--- config.mk ---
export PLATFORM = sky130hd
export DESIGN_NAME = fifo_wr_arbiter_flat
export DESIGN_NICKNAME = d
export VERILOG_FILES = /design/src/rtl/fifo_wr_arbiter_pkg.sv /design/src/rtl/fifo_wr_arbiter_if.sv /design/src/rtl/fifo_wr_arbiter_rr_pick.sv /design/src/rtl/fifo_wr_arbiter.sv /design/src/flat_wrapper.sv
export SDC_FILE = /design/constraint.sdc
export NUM_CORES = 1
export LEC_CHECK = 0
export BUFFER_PORTS_ARGS = -buffer_cell sky130_fd_sc_hd__buf_2
export CORE_MARGIN = 2
export CORE_UTILIZATION = 40
export DETAILED_ROUTE_END_ITERATION = 8
export PLACE_DENSITY = 0.68
export SLEW_MARGIN = 20
export SYNTH_ARGS = -nofsm -noshare
export SYNTH_HDL_FRONTEND = slang
export SYNTH_SLANG_ARGS = --single-unit
--- constraint.sdc ---
create_clock -name CLK -period 3.44 [get_ports CLK]
set_clock_uncertainty 0.1 [all_clocks]
set_input_delay 0.688 -clock CLK [delete_from_list [all_inputs] [get_ports CLK]]
set_output_delay 0.688 -clock CLK [all_outputs]
set_load 0.05 [all_outputs]
--- src/rtl/fifo_wr_arbiter_pkg.sv ---
// Shared parameters and types for the FIFO write-port arbiter.
//   DATA_WIDTH  : default write word width
//   word_t      : one write word
//   arb_state_t : arbiter FSM state encoding
package fifo_param_pkg;

    localparam int DATA_WIDTH = 8;

    typedef logic [DATA_WIDTH-1:0] word_t;

    typedef enum logic [1:0] {
        IDLE    = 2'd0,
        GRANT   = 2'd1,
        BLOCKED = 2'd2
    } arb_state_t;

endpackage

--- src/rtl/fifo_wr_arbiter_if.sv ---
// Bundle of producer-side and memory-side signals around the write arbiter.
//   master : environment side (producers + memory) - drives req, wdata,
//            mem_full, mem_wr_err; observes grants and status
//   slave  : arbiter side - drives gnt, mem_wr_en, mem_wdata, fifo_full,
//            err_cnt, busy
interface fifo_wr_arbiter_if
    import fifo_param_pkg::*;
#(
    parameter int NUM_REQ    = 4,
    parameter int DATA_WIDTH = fifo_param_pkg::DATA_WIDTH,
    parameter int ERR_CNT_W  = 8
);
    logic [NUM_REQ-1:0]            req;
    logic [NUM_REQ*DATA_WIDTH-1:0] wdata;
    logic [NUM_REQ-1:0]            gnt;
    logic                          mem_full;
    logic                          mem_wr_err;
    logic                          mem_wr_en;
    logic [DATA_WIDTH-1:0]         mem_wdata;
    logic                          fifo_full;
    logic [ERR_CNT_W-1:0]          err_cnt;
    logic                          busy;

    modport master (
        output req, wdata, mem_full, mem_wr_err,
        input  gnt, mem_wr_en, mem_wdata, fifo_full, err_cnt, busy
    );

    modport slave (
        input  req, wdata, mem_full, mem_wr_err,
        output gnt, mem_wr_en, mem_wdata, fifo_full, err_cnt, busy
    );

endinterface

--- src/rtl/fifo_wr_arbiter_rr_pick.sv ---
// Combinational round-robin picker.
//   eligible : requesters that may be granted this cycle
//   rr_ptr   : index with highest priority; scan wraps modulo NUM_REQ
//   winner   : one-hot winner (all zero when nothing eligible)
//   win_idx  : binary index of the winner
//   valid    : a winner exists
module rr_pick
    import fifo_param_pkg::*;
#(
    parameter int NUM_REQ = 4,
    localparam int PTR_W  = $clog2(NUM_REQ)
) (
    input  logic [NUM_REQ-1:0] eligible,
    input  logic [PTR_W-1:0]   rr_ptr,
    output logic [NUM_REQ-1:0] winner,
    output logic [PTR_W-1:0]   win_idx,
    output logic               valid
);

    // One extra bit so rr_ptr + offset cannot overflow before the modulo fold.
    logic [PTR_W:0]   sum;
    logic [PTR_W-1:0] cand;

    always_comb begin
        winner  = '0;
        win_idx = '0;
        valid   = 1'b0;
        sum     = '0;
        cand    = '0;
        for (int off = 0; off < NUM_REQ; off++) begin
            sum = {1'b0, rr_ptr} + (PTR_W+1)'(off);
            if (sum >= (PTR_W+1)'(NUM_REQ)) begin
                sum = sum - (PTR_W+1)'(NUM_REQ);
            end
            cand = sum[PTR_W-1:0];
            if (!valid && eligible[cand]) begin
                valid        = 1'b1;
                winner[cand] = 1'b1;
                win_idx      = cand;
            end
        end
    end

endmodule

--- src/rtl/fifo_wr_arbiter.sv ---
// Round-robin arbiter in front of the FIFO memory's single write port.
//   CLK, nRST : clock (rising edge), asynchronous active-low reset
//   bus.req/wdata   : per-producer request and packed data words
//   bus.gnt         : one-hot, one-cycle grant (word accepted)
//   bus.mem_full    : memory cannot take a write next cycle (stalls all)
//   bus.mem_wr_err  : memory flags current write as erroneous
//   bus.mem_wr_en/mem_wdata : registered write port to memory
//   bus.fifo_full   : registered copy of mem_full for producers
//   bus.err_cnt     : saturating count of mem_wr_err cycles
//   bus.busy        : FSM in GRANT or BLOCKED
module fifo_wr_arbiter
    import fifo_param_pkg::*;
#(
    parameter int NUM_REQ    = 4,
    parameter int DATA_WIDTH = fifo_param_pkg::DATA_WIDTH,
    parameter int ERR_CNT_W  = 8
) (
    input logic              CLK,
    input logic              nRST,
    fifo_wr_arbiter_if.slave bus
);

    localparam int PTR_W = $clog2(NUM_REQ);

    arb_state_t            state;
    arb_state_t            state_nxt;
    logic [PTR_W-1:0]      rr_ptr;
    logic [PTR_W-1:0]      ptr_nxt;
    logic [PTR_W-1:0]      win_idx;
    logic [NUM_REQ-1:0]    eligible;
    logic [NUM_REQ-1:0]    win_onehot;
    logic                  win_valid;
    logic [DATA_WIDTH-1:0] win_data;

    // A requester granted last cycle still has req high; mask it for a cycle.
    assign eligible = bus.req & ~bus.gnt;

    rr_pick #(
        .NUM_REQ (NUM_REQ)
    ) u_pick (
        .eligible (eligible),
        .rr_ptr   (rr_ptr),
        .winner   (win_onehot),
        .win_idx  (win_idx),
        .valid    (win_valid)
    );

    // AND-OR mux of the winning slice; winner is one-hot or zero.
    always_comb begin
        win_data = '0;
        for (int i = 0; i < NUM_REQ; i++) begin
            if (win_onehot[i]) begin
                win_data = win_data | bus.wdata[i*DATA_WIDTH +: DATA_WIDTH];
            end
        end
    end

    assign ptr_nxt = (win_idx == PTR_W'(NUM_REQ-1)) ? '0 : win_idx + 1'b1;

    // Every state shares the same exit rule: full stalls, otherwise grant
    // whenever someone is eligible. Entering GRANT is what issues a grant.
    always_comb begin
        state_nxt = IDLE;
        case (state)
            IDLE, GRANT, BLOCKED: begin
                if (bus.mem_full) begin
                    state_nxt = BLOCKED;
                end else if (win_valid) begin
                    state_nxt = GRANT;
                end else begin
                    state_nxt = IDLE;
                end
            end
            default: state_nxt = IDLE;
        endcase
    end

    always_ff @(posedge CLK or negedge nRST) begin
        if (!nRST) begin
            state         <= IDLE;
            rr_ptr        <= '0;
            bus.gnt       <= '0;
            bus.mem_wr_en <= 1'b0;
            bus.mem_wdata <= '0;
            bus.fifo_full <= 1'b0;
            bus.busy      <= 1'b0;
        end else begin
            state         <= state_nxt;
            bus.fifo_full <= bus.mem_full;
            bus.busy      <= (state_nxt != IDLE);
            if (state_nxt == GRANT) begin
                bus.gnt       <= win_onehot;
                bus.mem_wr_en <= 1'b1;
                bus.mem_wdata <= win_data;
                rr_ptr        <= ptr_nxt;
            end else begin
                bus.gnt       <= '0;
                bus.mem_wr_en <= 1'b0;
            end
        end
    end

    always_ff @(posedge CLK or negedge nRST) begin
        if (!nRST) begin
            bus.err_cnt <= '0;
        end else if (bus.mem_wr_err && (bus.err_cnt != '1)) begin
            bus.err_cnt <= bus.err_cnt + 1'b1;
        end
    end

endmodule

--- src/flat_wrapper.sv ---
// flat-port wrapper written by rule: the top's interface ports become plain ports
module fifo_wr_arbiter_flat import fifo_param_pkg::*;
#(
    parameter int NUM_REQ    = 4,
    parameter int DATA_WIDTH = fifo_param_pkg::DATA_WIDTH,
    parameter int ERR_CNT_W  = 8
)
  (CLK, nRST, bus_req, bus_wdata, bus_mem_full, bus_mem_wr_err, bus_gnt, bus_mem_wr_en, bus_mem_wdata, bus_fifo_full, bus_err_cnt, bus_busy);
  fifo_wr_arbiter_if #(.NUM_REQ(NUM_REQ), .DATA_WIDTH(DATA_WIDTH), .ERR_CNT_W(ERR_CNT_W)) bus_i ();
  input logic CLK;
  input logic nRST;
  input wire logic [$bits(bus_i.req)-1:0] bus_req;
  input wire logic [$bits(bus_i.wdata)-1:0] bus_wdata;
  input wire logic [$bits(bus_i.mem_full)-1:0] bus_mem_full;
  input wire logic [$bits(bus_i.mem_wr_err)-1:0] bus_mem_wr_err;
  output wire logic [$bits(bus_i.gnt)-1:0] bus_gnt;
  output wire logic [$bits(bus_i.mem_wr_en)-1:0] bus_mem_wr_en;
  output wire logic [$bits(bus_i.mem_wdata)-1:0] bus_mem_wdata;
  output wire logic [$bits(bus_i.fifo_full)-1:0] bus_fifo_full;
  output wire logic [$bits(bus_i.err_cnt)-1:0] bus_err_cnt;
  output wire logic [$bits(bus_i.busy)-1:0] bus_busy;
  assign bus_i.req = bus_req;
  assign bus_i.wdata = bus_wdata;
  assign bus_i.mem_full = bus_mem_full;
  assign bus_i.mem_wr_err = bus_mem_wr_err;
  assign bus_gnt = bus_i.gnt;
  assign bus_mem_wr_en = bus_i.mem_wr_en;
  assign bus_mem_wdata = bus_i.mem_wdata;
  assign bus_fifo_full = bus_i.fifo_full;
  assign bus_err_cnt = bus_i.err_cnt;
  assign bus_busy = bus_i.busy;
  fifo_wr_arbiter #(.NUM_REQ(NUM_REQ), .DATA_WIDTH(DATA_WIDTH), .ERR_CNT_W(ERR_CNT_W)) u_core (.CLK(CLK), .nRST(nRST), .bus(bus_i));
endmodule
* After elaboration in Yosys (flattened, before gate mapping) *
Index checks and enable logic that the tools add are counted.

word-level totals
  output and inout port bits = 23
  bits in registers = 27
  input port bits = 40
  logic and storage cells = 98

cells by class
  muxes and demuxes = 42
  eq/ne operators = 5
  reductions and logical operators = 14
  $lt $le $gt $ge = 12
  add/sub/neg operators = 9
  bitwise operators = 8

operators by type and width
  cell                 number
  $mux 8               4
  $or 8x8->8           3
  $mux 2               11
  $mux 4               5
  $mux 1               14
  $lt 2x3->1 const B   4
  $or 4x4->4           3
  $ge 3x3->1 const B   3
  $add 8x1->8 const B  1
  $bmux 1 s2           4
  $demux 1 s2          4
  $ge 2x1->1 const B   4
  $logic_and 1x1->1    8
  $ne 8x8->1 const B   1
  $sub 2x1->2 const B  4
  $add 2x2->3 const B  2
  $and 4x4->4          1
  $eq 2x1->1 const B   2
  $eq 2x2->1 const B   2
  $not 4->4            1
  $add 2x1->3 const B  1
  $ge 2x3->1 const B   1
  $logic_not 1->1      3
  $reduce_or 3->1      1
  other kinds (3)      3

* Logic depth before layout (Yosys ltp) *
  depth after elaboration = 21
  mapped depth = 10
  mapped depth without buffers = 8

* By module *
Synthesis repeated with hierarchy kept, for this count alone.

second synthesis, totals
  cell total of the unflattened synthesis = 155
  area total of the unflattened synthesis = 1725.4 um^2

by module, submodules not included
  module           times used  seq. area each (um^2)  area an instance (um^2)  cells an instance
  fifo_wr_arbiter  1           675.6                  1303.8                   110
  rr_pick          1           0.0                    421.7                    45

* Worst setup path after synthesis *
OpenSTA, ideal clock, no wires.

  path kind = input to register
  from = input bus_req[0]
  to = register u_core.bus.mem_wdata[3]
  buffers on the path = 1
  data arrival time = 2.363 ns
  stages on the path = 8
  path slack = 0.840 ns
  data required time = 3.203 ns
  library setup time = 0.137 ns
  cell sequence = nor2b_4 > buf_4 > nor3_1 > nor3_1 > nor4_4 > o21ai_0 > and4_1 > a21oi_1

on the way
  cells in the longest elaborated chain, start to end = 20
  elaborated cells between the ends (all ways) = 37
  classes of those cells = 1 x eq/ne; 23 x mux; 7 x bitwise; 6 x reduce/logical

ends and longest elaborated chain
  item                          RTL line                       text
  from (decl)                   flat_wrapper.sv:12             input wire logic [$bits(bus_i.req)-1:0] bus_req;
  $and 4x4->4 *                 fifo_wr_arbiter.sv:36          assign eligible = bus.req & ~bus.gnt;
  $bmux 1 s2                    fifo_wr_arbiter_rr_pick.sv:36  if (!valid && eligible[cand]) begin
  $mux 1 (implied by the code)  fifo_wr_arbiter_rr_pick.sv:36
  $mux 1                        fifo_wr_arbiter_rr_pick.sv:36
  $logic_not 1->1               fifo_wr_arbiter_rr_pick.sv:36
  $logic_and 1x1->1             fifo_wr_arbiter_rr_pick.sv:36
  $mux 1                        fifo_wr_arbiter_rr_pick.sv:36
  $logic_not 1->1               fifo_wr_arbiter_rr_pick.sv:36
  (+4 left out)                 n/a
  $mux 4                        fifo_wr_arbiter_rr_pick.sv:36
  $mux 8                        fifo_wr_arbiter.sv:52          if (win_onehot[i]) begin
  $or 8x8->8                    fifo_wr_arbiter.sv:53          win_data = win_data | bus.wdata[i*DATA_WIDTH +: DATA_WIDTH];
  $mux 8                        fifo_wr_arbiter.sv:52
  $or 8x8->8                    fifo_wr_arbiter.sv:53
  $mux 8                        fifo_wr_arbiter.sv:52
  $or 8x8->8                    fifo_wr_arbiter.sv:53
  $mux 8                        fifo_wr_arbiter.sv:52
  to (signal assigned)          fifo_wr_arbiter.sv:94          bus.mem_wdata <= win_data;
  to (decl)                     fifo_wr_arbiter_if.sv:31       output gnt, mem_wr_en, mem_wdata, fifo_full, err_cnt, busy

Every way passes the cells marked *; elsewhere a longest branch is shown, timed or not. The select of a mux whose other input is x is not followed.
A chain may end at the register's enable or synchronous reset.

==> results.toml <==
[detailed_routing]
drt-total-wl_um = 5100
drt_pass1_iterations = 4
vias = 1910
postRouteAntennaNets = 0
drt_iter0_drc = 128
route.detailed.drc = 0
avgRoutedWirePerCell_um = 15.4
drt-vias-per-instance = 5.77

[critical_path]
crit_family = "simple AND/OR/NAND/NOR gates"
required_ns = 3.51
critPathKind = "reg -> reg"
path_cells = "inv_4 > ha_1 > mux4_2 > nand3_1 > nand4_1 > o21ai_1 > and4_1 > a21oi_1"
r2r_end = "u_core.bus.mem_wdata[0]$_DFFE_PN0P_"
ff2ff_path_depth = 8
crit_buf_inv = 1
critical_path.slowest_cell = "mux4_2"
cp_data_arrival_time_ns = 2.91
critPathLaunchType = "flop"
cp-end-kind = "flop"
cpPeakStageDelay_ns = 0.52
ff2ff_setup_slack_ns = 0.60
cp_max_fo = 13

[place]
globalplace.congestion = 0.903
io_buffers = 62
place_hpwl_um = 3740
pre_cts_ws_ns = 0.481

[clocking]
cts.sinks = 27
htree_levels = 1
cts_root_buf = "clkbuf_8"
worstSkewPairLatency_ns = 0.28
cts-resized-gates = 0
cts_hold_buf = 0
cts_setup_buffers = 0
clk_path_buf_depth = 2
cts_tree = "built"
numCtsBuffers = 3
clk_pin_slew_worst_paths_ns = 0.10

[global_routing]
grt_pass1_wl_um = 8300
antenna_found_initial = 0
grt.total_usage = 0.198
grt_pass1_vias = 1779
grt_max_degree = 28
grt.overflow.total = 0

[power]
switching_power_mw = 1.41
p_int_mw = 1.09
clkPwrFrac = 0.075
ir_drop_uv = 315
combPwrFrac = 0.705
seqPwrFrac = 0.220
power_density_nw_per_um2 = 1070
p_leak_nw = 1.04
p_sw_frac = 0.564

[synth]
postSynthCellCount = 216
synth_top_family_by_area = "simple AND/OR/NAND/NOR gates"
synth_edf_count = 0
synth_nets = 265
synth_simple_gate_area_frac = 0.286
synthXorXnorAreaFrac = 0.0318
yosys.area_share.adder = 0.0583
yosysTopAreaCell = "dfrtp_1"
syn_avg_cell_area_um2 = 8.94
async_reset_ff_frac = 1.00
synth_cell_types = 48
yosys-top-cells-area = "dfrtp_1, ha_1, o21ai_0"
synth.top_cell.area_share = 0.350
synth_compound_area_frac = 0.216
ys_warn_count = 0
ys_seq_area_frac = 0.350
synth_flop_cell = "dfrtp_1"
ys_seq_elements = 27
synth.area.mux_share = 0.0169
netlist_area_um2 = 1930

[final_layout]
fin_util = 0.501
nets = 327
area_growth_pct = 21.8
drive_gt1_frac = 0.303
multi_input_area_um2 = 1190
nFillCells = 456
num_antenna_cells = 0
final-seq-area_um2 = 676

[die]
core_um2 = 4690
initial_core_util = 0.411
fp.dieArea_um2 = 5400
dieHeight_um = 73.5
chipWidth_um = 73.5
io_pins = 63
num_rows = 25

[sta]
relSlewSlack = 0.554
fmax_mhz = 352
setup_viol = 0
tns_ns = 0
post-route-period-util = 0.827
rsz0062_at_grt = "no"
period_minus_slack_ns = 2.84
hold_viol = 0
tightest_slew_ns = 0.666
finalMaxSlewViolations = 0
setup_slack_ns = 0.595

[min_path]
hold_path_class = "in -> async"

[flow_run]
maxCapViolCount = 0

[outcome]
status = "complete, no violations"
[worst reg2reg max path: cells and delay by family, from the launching register on]
kind	cells	cell delay, ns
buffers and inverters	1	0.09
DFF	1	0.41
AOI/OAI and AO/OA	2	0.34
and+or+nand+nor	3	0.77
adders and majority gates	1	0.50
muxes	1	0.52
[registers in the layout, indices dropped and copies added, names as in the netlist, named ones only]
signal	flops
u_core.rr_ptr	1
u_core.bus.mem_wr_en	1
u_core.bus.busy	1
u_core.state	2
u_core.bus.gnt	4
u_core.bus.err_cnt	8
u_core.bus.mem_wdata	8
u_core.bus.fifo_full	1
[how the worst max path moves through the flow]
| stage | cells after the start | slack (ns) | start | end |
|---|---|---|---|---|
| 6_report | 8 | 0.60 | flop | u_core.bus.mem_wdata[0]$_DFFE_PN0P_ |
| 5_1_grt | 8 | 0.36 | flop | u_core.bus.mem_wdata[7]$_DFFE_PN0P_ |
| 4_1_cts | 8 | 0.64 | flop | u_core.bus.mem_wdata[0]$_DFFE_PN0P_ |
| 3_5_place_dp | 8 | 0.48 | bus_req[1] | u_core.bus.mem_wdata[4]$_DFFE_PN0P_ |
| 3_3_place_gp | 8 | 0.49 | bus_req[1] | u_core.bus.mem_wdata[0]$_DFFE_PN0P_ |
| 2_1_floorplan | 8 | 0.84 | bus_req[0] | u_core.bus.mem_wdata[3]$_DFFE_PN0P_ |
[cell usage in the layout, fill, tap and decap left out, drive strengths merged, types with 2 or more instances in the layout]
cell type	Yosys	final
a21oi	12	12
a221oi	3	3
and3	4	4
and4	8	8
buf	3	66
clkbuf	6	3
dfrtp	27	27
ha	9	9
inv	8	8
nand2	16	16
nand2b	2	2
nand3	8	8
nand4	6	6
nor2	15	15
nor2b	3	3
nor3	7	7
nor4	5	5
o2111ai	4	4
o211ai	4	4
o21a	4	4
o21ai	36	36
o31ai	2	2
xnor2	5	5
xor2	2	2
[power groups by stage]
stage | sequential [mW] | combinational, mW | clock (mW)
4_1_cts | 0.554 | 1.76 | 0.198
2_1_floorplan | 0.930 | 0.996 | 0
6_report | 0.552 | 1.77 | 0.188
3_3_place_gp | 0.559 | 1.74 | 0
5_1_grt | 0.568 | 1.94 | 0.212
3_5_place_dp | 0.560 | 1.75 | 0
[final cells by class]
cell class / count / share of cell area
multi-input combinational: 172 / 0.505
sequential: 27 / 0.287
timing repair buffer: 66 / 0.145
tap: 54 / 0.0287
clock buffer: 3 / 0.0176
inverter: 8 / 0.0138
clock inverter: 1 / 0.00319
[Yosys cell counts, types with 2 or more instances]
master	count
dfrtp_1	27
o21ai_0	20
nand2_1	16
o21ai_1	16
nor2_1	15
a21oi_1	12
ha_1	9
and4_1	8
nand3_1	8
inv_1	7
clkbuf_1	6
nand4_1	6
nor3_1	6
xnor2_1	5
and3_1	4
nor4_4	4
o2111ai_1	4
o211ai_1	4
o21a_1	4
a221oi_1	3
nand2b_1	2
nor2b_1	2
o31ai_1	2
xor2_1	2
[logic make-up after synthesis]
family / count (synthesis)
compound gates: 70
fa+ha+maj: 9
simple gates: 84
xor+xnor: 7
flops: 27
buf+inv: 17
mux: 2
[routing by layer]
layer / wire, um / GRT usage / vias up
met5: 0 / 0 / -
met3: 300 / 0.0453 / 11
met4: 126 / 0.0869 / 0
li1: - / - / 940
met2: 2390 / 0.306 / 64
met1: 2270 / 0.264 / 895
[stage by stage]
stage	instance area (um^2)	total power, mW	instances	hold slack [ns]
floorplan	1930	1.93	216	0.292
global placement	2300	2.30	327	0.385
detailed placement	2300	2.31	327	0.387
CTS	2350	2.51	331	0.317
global route	2350	2.72	331	0.332
finish	2350	2.51	331	0.303
Note: power is estimated with default switching activity, not from simulation.
